### src/rtl/mem_arb_pkg.sv
// Shared types and constants for the program/data RAM arbiter.
// Read latency bounds size the latency down-counter.
package mem_arb_pkg;

   typedef enum logic [0:0] {
      IDLE    = 1'b0,
      RD_WAIT = 1'b1
   } state_e;

   typedef enum logic [1:0] {
      OWN_NONE = 2'd0,
      OWN_IF   = 2'd1,
      OWN_D    = 2'd2
   } owner_e;

   localparam int RD_LAT_MIN = 1;
   localparam int RD_LAT_MAX = 4;
   localparam int LAT_W      = $clog2(RD_LAT_MAX);

endpackage

### src/rtl/mem_arb_pick.sv
// Priority select between fetch and data requests, with a burst counter
// that forces a fetch grant after MAX_BURST data grants while fetch waits.
module mem_arb_pick #(
   parameter int MAX_BURST = 4
) (
   input  logic i_clock,
   input  logic i_reset,
   input  logic i_issue_en,
   input  logic i_if_req,
   input  logic i_d_req,
   output logic o_grant_if,
   output logic o_grant_d
);

   localparam int BW = $clog2(MAX_BURST + 1);

   logic [BW-1:0] r_burst_cnt;
   logic          w_burst_full;

   assign w_burst_full = (r_burst_cnt == BW'(MAX_BURST));

   always_comb begin
      o_grant_d  = i_issue_en & i_d_req  & (~i_if_req | ~w_burst_full);
      o_grant_if = i_issue_en & i_if_req & (~i_d_req  |  w_burst_full);
   end

   // Counts only data grants that pass a waiting fetch.
   always_ff @(posedge i_clock or posedge i_reset) begin
      if (i_reset) begin
         r_burst_cnt <= '0;
      end else if (!i_if_req || o_grant_if) begin
         r_burst_cnt <= '0;
      end else if (o_grant_d && !w_burst_full) begin
         r_burst_cnt <= r_burst_cnt + 1'b1;
      end
   end

endmodule

### src/rtl/mem_arbiter.sv
// Single-port RAM arbiter: one access at a time, fixed read latency,
// read data routed back to whichever requester issued the read.
module mem_arbiter
   import mem_arb_pkg::*;
#(
   parameter int ADDR_W    = 8,
   parameter int DATA_W    = 16,
   parameter int RD_LAT    = 2,
   parameter int MAX_BURST = 4
) (
   input  logic              i_clock,
   input  logic              i_reset,
   input  logic              i_if_req,
   input  logic [ADDR_W-1:0] i_if_addr,
   output logic              o_if_gnt,
   output logic              o_if_rvalid,
   output logic [DATA_W-1:0] o_if_rdata,
   input  logic              i_d_req,
   input  logic              i_d_we,
   input  logic [ADDR_W-1:0] i_d_addr,
   input  logic [DATA_W-1:0] i_d_wdata,
   output logic              o_d_gnt,
   output logic              o_d_rvalid,
   output logic [DATA_W-1:0] o_d_rdata,
   output logic              o_mem_en,
   output logic              o_mem_we,
   output logic [ADDR_W-1:0] o_mem_addr,
   output logic [DATA_W-1:0] o_mem_wdata,
   input  logic [DATA_W-1:0] i_mem_rdata,
   output logic              o_busy
);

   state_e           r_state;
   owner_e           r_owner;
   logic [LAT_W-1:0] r_lat_cnt;

   logic w_issue_en;
   logic w_gnt_if;
   logic w_gnt_d;
   logic w_rd_done;

   // Gating with reset keeps every output quiet while reset is held.
   assign w_issue_en = (r_state == IDLE) & ~i_reset;
   assign w_rd_done  = (r_state == RD_WAIT) && (r_lat_cnt == '0);

   mem_arb_pick #(
      .MAX_BURST (MAX_BURST)
   ) u_pick (
      .i_clock    (i_clock),
      .i_reset    (i_reset),
      .i_issue_en (w_issue_en),
      .i_if_req   (i_if_req),
      .i_d_req    (i_d_req),
      .o_grant_if (w_gnt_if),
      .o_grant_d  (w_gnt_d)
   );

   always_comb begin
      o_if_gnt    = w_gnt_if;
      o_d_gnt     = w_gnt_d;
      o_mem_en    = 1'b0;
      o_mem_we    = 1'b0;
      o_mem_addr  = '0;
      o_mem_wdata = '0;
      if (w_gnt_if) begin
         o_mem_en   = 1'b1;
         o_mem_addr = i_if_addr;
      end else if (w_gnt_d) begin
         o_mem_en    = 1'b1;
         o_mem_we    = i_d_we;
         o_mem_addr  = i_d_addr;
         o_mem_wdata = i_d_we ? i_d_wdata : '0;
      end
   end

   always_comb begin
      o_if_rvalid = w_rd_done && (r_owner == OWN_IF);
      o_d_rvalid  = w_rd_done && (r_owner == OWN_D);
      o_if_rdata  = o_if_rvalid ? i_mem_rdata : '0;
      o_d_rdata   = o_d_rvalid  ? i_mem_rdata : '0;
      o_busy      = (r_state == RD_WAIT);
   end

   always_ff @(posedge i_clock or posedge i_reset) begin
      if (i_reset) begin
         r_state   <= IDLE;
         r_owner   <= OWN_NONE;
         r_lat_cnt <= '0;
      end else begin
         case (r_state)
            IDLE: begin
               if (w_gnt_if) begin
                  r_state   <= RD_WAIT;
                  r_owner   <= OWN_IF;
                  r_lat_cnt <= LAT_W'(RD_LAT - 1);
               end else if (w_gnt_d && !i_d_we) begin
                  r_state   <= RD_WAIT;
                  r_owner   <= OWN_D;
                  r_lat_cnt <= LAT_W'(RD_LAT - 1);
               end
            end
            RD_WAIT: begin
               if (r_lat_cnt == '0) begin
                  r_state <= IDLE;
                  r_owner <= OWN_NONE;
               end else begin
                  r_lat_cnt <= r_lat_cnt - 1'b1;
               end
            end
            default: begin
               r_state <= IDLE;
               r_owner <= OWN_NONE;
            end
         endcase
      end
   end

endmodule

### config.mk
export PLATFORM = sky130hd
export DESIGN_NAME = mem_arbiter
export DESIGN_NICKNAME = d
export VERILOG_FILES = /design/src/rtl/mem_arb_pkg.sv /design/src/rtl/mem_arb_pick.sv /design/src/rtl/mem_arbiter.sv
export SDC_FILE = /design/constraint.sdc
export NUM_CORES = 1
export LEC_CHECK = 0
export ABC_CLOCK_PERIOD_IN_PS = 1900
export BUFFER_PORTS_ARGS = -buffer_cell sky130_fd_sc_hd__buf_2
export CORE_ASPECT_RATIO = 0.5
export CORE_MARGIN = 3
export CORE_UTILIZATION = 32
export DETAILED_ROUTE_END_ITERATION = 8
export PLACE_DENSITY = 0.87
export SLEW_MARGIN = 20
export SYNTH_ARGS = -nofsm -noshare
export SYNTH_HDL_FRONTEND = slang
export SYNTH_HIERARCHICAL = 1
export SYNTH_SLANG_ARGS = --single-unit
### constraint.sdc
create_clock -name i_clock -period 1.9 [get_ports i_clock]
set_input_delay 0.095 -clock i_clock [delete_from_list [all_inputs] [get_ports i_clock]]
set_output_delay 0.095 -clock i_clock [all_outputs]
set_load 0.01 [all_outputs]
[After elaboration in Yosys (flattened, before gate mapping)]
Cells that the tools add are included.
Word-level totals
  register bits: 8
  latch bits: 0
  RAM bits: 0
  ROM bits: 0
  bits of input ports: 53
  output and inout port bits: 63
  logic and storage cells: 62
  memories kept: 0
Cells by class
  add/subtract/negate cells: 2
  multiply operators: 0
  divide/modulo/power cells: 0
  $lt $le $gt $ge: 0
  equal/unequal tests: 6
  shift operators: 0
  mux-type cells: 25
  bitwise logic cells: 12
  reductions and logical operators: 13
Operators by type and width (count)
  two-way mux 16 bit: 5
  two-way mux 8 bit: 2
  two-way mux 2 bit: 6
  one-hot mux 2 bit (2 select lines): 2
  two-way mux 1 bit: 7
  two-way mux 3 bit: 2
  AND 1 bit: 5
  logical AND 1 bit: 5
  inverter 1 bit: 5
  AND reduction 2 bit: 2
  adder 3 x 1 -> 3 bit (second input constant): 1
  equality test 3 bit (second input constant): 1
  zero test 1 bit: 3
  != test 3 x 1 -> 1 bit (second input constant): 1
  equality test 2 x 1 -> 1 bit (second input constant): 1
  equality test 2 bit (second input constant): 1
  zero test 2 bit: 1
  != test 2 x 1 -> 1 bit (second input constant): 1
  != test 2 bit (second input constant): 1
  bitwise OR 1 bit: 2
  one-hot mux 1 bit (2 select lines): 1
  nonzero test 2 bit: 1
  subtractor 2 x 1 -> 2 bit (second input constant): 1
  logical OR 1 bit: 1

[Logic depth before layout (Yosys ltp)]
  word-level depth: 8
  gate-level depth with buffers: 7

[Cells and area by module]
The synthesis kept the hierarchy.
By module, submodules not included
  mem_arbiter: instances 1, cells each 94, area each 703.2 µm²
  mem_arb_pick: instances 1, cells each 24, area each 205.2 µm²

[Worst setup path before layout]
OpenSTA, ideal clock, no wires.
  path kind: flip-flop to output port
  from: reg r_state (netlist: o_busy)
  to: out o_mem_wdata[10]
  data arrival time: 1.902 ns
  slack: -0.097 ns
  cell stages (with the launch flop): 7
  path buffers: 1
  cell sequence: dfrtp_1 nor2_1 nand2_1 a31oi_1 nor2b_1 clkbuf_1 and3_1
On the way
  word-level cells in the longest chain between the ends: 6
RTL lines
  start: declaration: line mem_arbiter.sv:33  | state_e r_state;
  start signal: assignment: line mem_arbiter.sv:86  | r_state <= IDLE;
  start signal: assignment: line mem_arbiter.sv:93  | r_state <= RD_WAIT;
  start signal: assignment: line mem_arbiter.sv:97  | r_state <= RD_WAIT;
  inverter 1 bit
  AND 1 bit: line mem_arbiter.sv:43  | assign w_issue_en = (r_state == IDLE) & ~i_reset;
  net w_issue_en: line mem_arbiter.sv:37  | logic w_issue_en;
  AND 1 bit (2 in a row): line mem_arb_pick.sv:23  | o_grant_d = i_issue_en & i_d_req & (~i_if_req | ~w_burst_full);
  net o_d_gnt: line mem_arbiter.sv:22  | output logic o_d_gnt,
  two-way mux 16 bit: line mem_arbiter.sv:68  | end else if (w_gnt_d) begin
  two-way mux 16 bit: line mem_arbiter.sv:65  | if (w_gnt_if) begin
  end: declaration: line mem_arbiter.sv:28  | output logic [DATA_W-1:0] o_mem_wdata,
The timed path passes the listed nets, and every way through them passes these cells.

[Worst setup path after layout]
  from: reg u_pick.r_burst_cnt[0]
  to: out o_mem_wdata[14]
On the way
  word-level cells in the longest chain between the ends: 6
RTL lines
  start: declaration: line mem_arb_pick.sv:17  | logic [BW-1:0] r_burst_cnt;
  start signal: assignment: line mem_arb_pick.sv:34  | r_burst_cnt <= r_burst_cnt + 1'b1;
  equality test 3 bit *: line mem_arb_pick.sv:20  | assign w_burst_full = (r_burst_cnt == BW'(MAX_BURST));
  inverter 1 bit: line mem_arb_pick.sv:23
  bitwise OR 1 bit: line mem_arb_pick.sv:23
  AND 1 bit: line mem_arb_pick.sv:23
  two-way mux 16 bit: line mem_arbiter.sv:68
  two-way mux 16 bit *: line mem_arbiter.sv:65
Mark *: on every way between the ends. The rest lies on a longest branch, timed or not.

==> report_table.html <==
<table>
<tr><th>Metric</th><th>Value</th></tr>
<tr><th colspan="2">Yosys</th></tr>
<tr><td>Number of flops mapped to enable cells by yosys</td><td>0</td></tr>
<tr><td>Count of unique library cells instantiated by Yosys</td><td>27</td></tr>
<tr><td>Area share of the largest cell type after synthesis</td><td>22.7%</td></tr>
<tr><td>Synthesis warning total</td><td>6</td></tr>
<tr><td>Sequential cell area fraction in the yosys report</td><td>22.0%</td></tr>
<tr><td>Synthesized net count</td><td>174</td></tr>
<tr><td>Post-synthesis instance area</td><td>908 µm²</td></tr>
<tr><td>Number of flip-flops and latches in the synthesized netlist</td><td>8</td></tr>
<tr><td>Fraction of registers with async set or reset after synthesis</td><td>100%</td></tr>
<tr><td>Count of mapped cells out of synthesis</td><td>118</td></tr>
<tr><td>Leading area contributor after synthesis</td><td>sky130_fd_sc_hd__and2_1</td></tr>
<tr><td>Dominant cells by area after synthesis</td><td>sky130_fd_sc_hd__and2_1 23%, sky130_fd_sc_hd__dfrtp_1 22%, sky130_fd_sc_hd__and3_1 11%</td></tr>
<tr><td>Most used flip-flop cell after synthesis</td><td>sky130_fd_sc_hd__dfrtp_1</td></tr>
<tr><td>Syn Area/Cell</td><td>7.70 µm²</td></tr>
<tr><th colspan="2">Timing</th></tr>
<tr><td>Number of hold violations in the final report</td><td>0</td></tr>
<tr><td>Final number of max-transition violations</td><td>0</td></tr>
<tr><td>Final critical path time including I/O delays and setup</td><td>1.85 ns</td></tr>
<tr><td>PnR worst setup slack</td><td>0.0511 ns</td></tr>
<tr><td>Unrepaired setup endpoints after global routing</td><td>yes</td></tr>
<tr><td>Actual transition at the worst max-transition pin</td><td>0.259 ns</td></tr>
<tr><td>Maximum achievable frequency</td><td>541 MHz</td></tr>
<tr><td>Post-route clock period utilization</td><td>97.3%</td></tr>
<tr><td>Worst rel slew slack</td><td>82.7%</td></tr>
<tr><td>Final count of negative-setup-slack endpoints</td><td>0</td></tr>
<tr><td>Clk_skew</td><td>0.00187 ns</td></tr>
<tr><th colspan="2">Route</th></tr>
<tr><td>Routed via count divided by cell count</td><td>4.78</td></tr>
<tr><td>Total via count in the routed design</td><td>1,330</td></tr>
<tr><td>Initial DRC count</td><td>40</td></tr>
<tr><td>First-pass iteration count of the detailed router</td><td>4</td></tr>
<tr><td>Number of remaining DRC errors</td><td>0</td></tr>
<tr><td>Routed wire length</td><td>4000 µm</td></tr>
<tr><td>Antenna-violating nets left</td><td>0</td></tr>
<tr><td>Mean routed wirelength per cell</td><td>14.4 µm</td></tr>
<tr><th colspan="2">Setup path</th></tr>
<tr><td>Maximum fanout count along the critical path</td><td>6</td></tr>
<tr><td>RR Startpoint</td><td>u_pick/r_burst_cnt[0]</td></tr>
<tr><td>Type of the worst setup path</td><td>flip-flop to output pin</td></tr>
<tr><td>Cell count of the worst reg-to-reg path</td><td>8</td></tr>
<tr><td>Capturing instance or port of the critical path</td><td>o_mem_wdata[14]</td></tr>
<tr><td>WP data arrival</td><td>1.75 ns</td></tr>
<tr><td>Critical path startpoint category</td><td>flip-flop</td></tr>
<tr><td>Data required, critical path</td><td>1.80 ns</td></tr>
<tr><td>Beginning of the critical path</td><td>u_pick/r_burst_cnt[0]</td></tr>
<tr><td>Worst flop-to-flop path endpoint</td><td>r_lat_cnt[0]</td></tr>
<tr><td>Critical path endpoint category</td><td>output pin</td></tr>
<tr><td>R2R setup slack</td><td>0.19 ns</td></tr>
<tr><th colspan="2">Place</th></tr>
<tr><td>Final HPWL DP</td><td>3010 µm</td></tr>
<tr><td>Cell area after placement</td><td>1530 µm²</td></tr>
<tr><td>Buffers on Ports</td><td>115</td></tr>
<tr><td>Pre-CTS setup slack</td><td>0.113 ns</td></tr>
<tr><td>Last weighted congestion value of the routability-driven placer</td><td>0.777</td></tr>
<tr><td>Total instance count after detailed placement</td><td>267</td></tr>
<tr><th colspan="2">Floorplanning</th></tr>
<tr><td>Starting Density</td><td>37.1%</td></tr>
<tr><td>Horiz. Die Dim</td><td>81.3 µm</td></tr>
<tr><td>Die Footprint</td><td>3550 µm²</td></tr>
<tr><td>Cell row count</td><td>12</td></tr>
<tr><td>Number of top-level pins</td><td>116</td></tr>
<tr><td>Area of the core</td><td>2450 µm²</td></tr>
<tr><td>Floorplan die height</td><td>43.7 µm</td></tr>
<tr><th colspan="2">Power and ir drop</th></tr>
<tr><td>Switching part of the total</td><td>39.4%</td></tr>
<tr><td>VDD IR max</td><td>0.531 mV</td></tr>
<tr><td>Fraction of power consumed by the clock network</td><td>18.0%</td></tr>
<tr><td>Share of power burned in registers</td><td>23.3%</td></tr>
<tr><td>Sum of internal, switching and leakage power</td><td>1.14 mW</td></tr>
<tr><td>P per Cell Area</td><td>655 nW/µm²</td></tr>
<tr><td>Int Pwr</td><td>0.688 mW</td></tr>
<tr><td>Portion of total power attributed to combinational logic</td><td>58.7%</td></tr>
<tr><td>Net load switching power</td><td>0.448 mW</td></tr>
<tr><td>Static leakage power</td><td>1.09 nW</td></tr>
<tr><th colspan="2">Final layout</th></tr>
<tr><td>Fraction of final layout cells sized beyond drive strength 1</td><td>59.3%</td></tr>
<tr><td>Final cell count without fillers</td><td>278</td></tr>
<tr><td>Number of antenna diodes</td><td>0</td></tr>
<tr><td>Multi-input combinational cell area</td><td>683 µm²</td></tr>
<tr><td>Layout Cell Area excl Fill</td><td>1730 µm²</td></tr>
<tr><td>Flip-flop and latch area</td><td>200 µm²</td></tr>
<tr><td>Layout area overhead</td><td>90.8%</td></tr>
<tr><td>NumNets Final</td><td>301</td></tr>
<tr><td>Filler instances</td><td>193</td></tr>
<tr><th colspan="2">Clocking</th></tr>
<tr><td>CTS Root Buffer Type</td><td>sky130_fd_sc_hd__clkbuf_8</td></tr>
<tr><td>Number of CTS-inserted buffers</td><td>3</td></tr>
<tr><td>Clock transition at the registers of the reported paths</td><td>0.04 ns</td></tr>
<tr><td>CTS Sinks</td><td>8</td></tr>
<tr><td>Insertion delay to the later sink of the worst-skew pair</td><td>0.23 ns</td></tr>
<tr><td>Maximum clock insertion buffer count</td><td>2</td></tr>
<tr><td>Number of H-tree branching levels</td><td>1</td></tr>
<tr><td>CTS tree</td><td>done</td></tr>
<tr><th colspan="2">Global route</th></tr>
<tr><td>Via count of the first global-routing pass</td><td>1,270</td></tr>
<tr><td>Overall fraction of global-route tracks in use</td><td>20.4%</td></tr>
<tr><td>Overflow left after global routing</td><td>0</td></tr>
<tr><td>Pin count of the biggest net entering global routing</td><td>19</td></tr>
<tr><td>Global-route wire length before repair</td><td>5660 µm</td></tr>
<tr><td>Antenna violations before repair</td><td>0</td></tr>
<tr><th colspan="2">Run</th></tr>
<tr><td>Number of maximum-capacitance violations</td><td>0</td></tr>
<tr><th colspan="2">Hold path</th></tr>
<tr><td>Tightest Hold Check Type</td><td>primary input to flip-flop</td></tr>
<tr><td>Hold Crit Depth</td><td>2</td></tr>
<tr><th colspan="2">Outcome</th></tr>
<tr><td>Result of the run</td><td>complete, no violations</td></tr>
</table>
==> critical path: stages (launching register included) <==
cell	delay [ns]
sky130_fd_sc_hd__dfrtp_1	0.36
sky130_fd_sc_hd__inv_1	0.07
sky130_fd_sc_hd__ha_2	0.20
sky130_fd_sc_hd__a21boi_2	0.21
sky130_fd_sc_hd__nor2_4	0.06
sky130_fd_sc_hd__nor2b_4	0.19
sky130_fd_sc_hd__buf_6	0.15
sky130_fd_sc_hd__and3_1	0.16
sky130_fd_sc_hd__buf_2	0.13
==> per-stage QoR <==
stage / hold slack [ns] / setup TNS [ns] / util, %
2_1_floorplan: -0.151 / 0 / -
3_3_place_gp: -0.0145 / 0 / 62.6
3_5_place_dp: -0.00835 / 0 / 62.6
4_1_cts: 0.157 / 0 / 66.1
5_1_grt: 0.159 / -0.203 / 70.8
6_report: 0.166 / 0 / 70.8
==> synthesized netlist by cell type (all sizes together), types with 2 or more instances <==
library cell / number
inv: 8
and3: 16
o21ai: 5
nor3b: 3
nand3: 2
nand2: 10
nor2: 3
and2: 33
ha: 3
dfrtp: 8
a21boi: 5
a22o: 6
buf: 3
clkbuf: 3
nor2b: 2
==> cells in the final DEF, fill, tap and decap left out, types with 2 or more instances in the layout <==
cell	count
sky130_fd_sc_hd__a21boi_1	4
sky130_fd_sc_hd__a22o_1	6
sky130_fd_sc_hd__and2_1	33
sky130_fd_sc_hd__and3_1	14
sky130_fd_sc_hd__and3_4	2
sky130_fd_sc_hd__buf_12	2
sky130_fd_sc_hd__buf_2	112
sky130_fd_sc_hd__buf_4	6
sky130_fd_sc_hd__buf_6	7
sky130_fd_sc_hd__clkbuf_8	3
sky130_fd_sc_hd__dfrtp_1	8
sky130_fd_sc_hd__ha_1	2
sky130_fd_sc_hd__inv_1	8
sky130_fd_sc_hd__nand2_1	8
sky130_fd_sc_hd__nand2_2	2
sky130_fd_sc_hd__nand3_1	2
sky130_fd_sc_hd__nor2_4	2
sky130_fd_sc_hd__nor3b_4	2
sky130_fd_sc_hd__o21ai_0	5
==> what timing repair did <==
item                                    4_1_cts  5_1_grt
pin swaps                                     1        7
cloned                                        1        2
gates resized for setup                       6       14
endpoints found under the setup margin       24       60
hold buffers                                  1        0
setup buffers                                 1        4
hold endpoints to repair                      8        0
==> layer usage <==
layer  share of wire, %  global-route usage, %
met5                  0                      0
met4                2.4                   11.8
met3                7.7                   3.94
met2                 53                   38.8
met1                 37                   21.2
==> flip-flops by register name, indices dropped and copies added, names as in the netlist <==
name	cells
u_pick/r_burst_cnt	3
r_lat_cnt	2
r_owner	2
o_busy	1
==> worst min-delay path by stage <==
| stage | startpoint | endpoint | slack [ns] |
|---|---|---|---|
| finish | i_if_req | u_pick/r_burst_cnt[0] | 0.17 |
| global route | i_if_req | u_pick/r_burst_cnt[0] | 0.16 |
| CTS | i_if_req | u_pick/r_burst_cnt[0] | 0.16 |
| detailed placement | i_reset | u_pick/r_burst_cnt[2] | -0.008 |
| global placement | i_reset | u_pick/r_burst_cnt[2] | -0.01 |
| floorplan | i_reset | u_pick/r_burst_cnt[0] | -0.15 |
==> cells by family (layout without fill, tap and decap cells) <==
logic type	after synthesis	after routing	synth area share (%)
buffers and inverters	14	139	7.58
flip-flops	8	8	22.0
multiplexers	1	1	1.24
AO/OA/AOI/OAI	20	20	15.8
adder cells (fa/ha/maj)	3	3	4.13
AND/OR/NAND/NOR	72	72	49.2
==> cell type report <==
| type | count | share of cell area, % |
|---|---|---|
| inverter | 8 | 1.73 |
| clock buffer | 3 | 2.38 |
| multi-input combinational | 96 | 39.4 |
| sequential | 8 | 11.6 |
| timing repair buffer | 128 | 42.4 |
| tap | 35 | 2.53 |
==> power by group through the flow <==
stage | clock, mW | combinational, mW | sequential [mW]
2_1_floorplan | 0 | 0.332 | 0.266
3_3_place_gp | 0 | 0.554 | 0.255
3_5_place_dp | 0 | 0.575 | 0.261
4_1_cts | 0.209 | 0.602 | 0.258
5_1_grt | 0.224 | 0.726 | 0.267
6_report | 0.205 | 0.666 | 0.264
(Power assumes the default switching activity.)
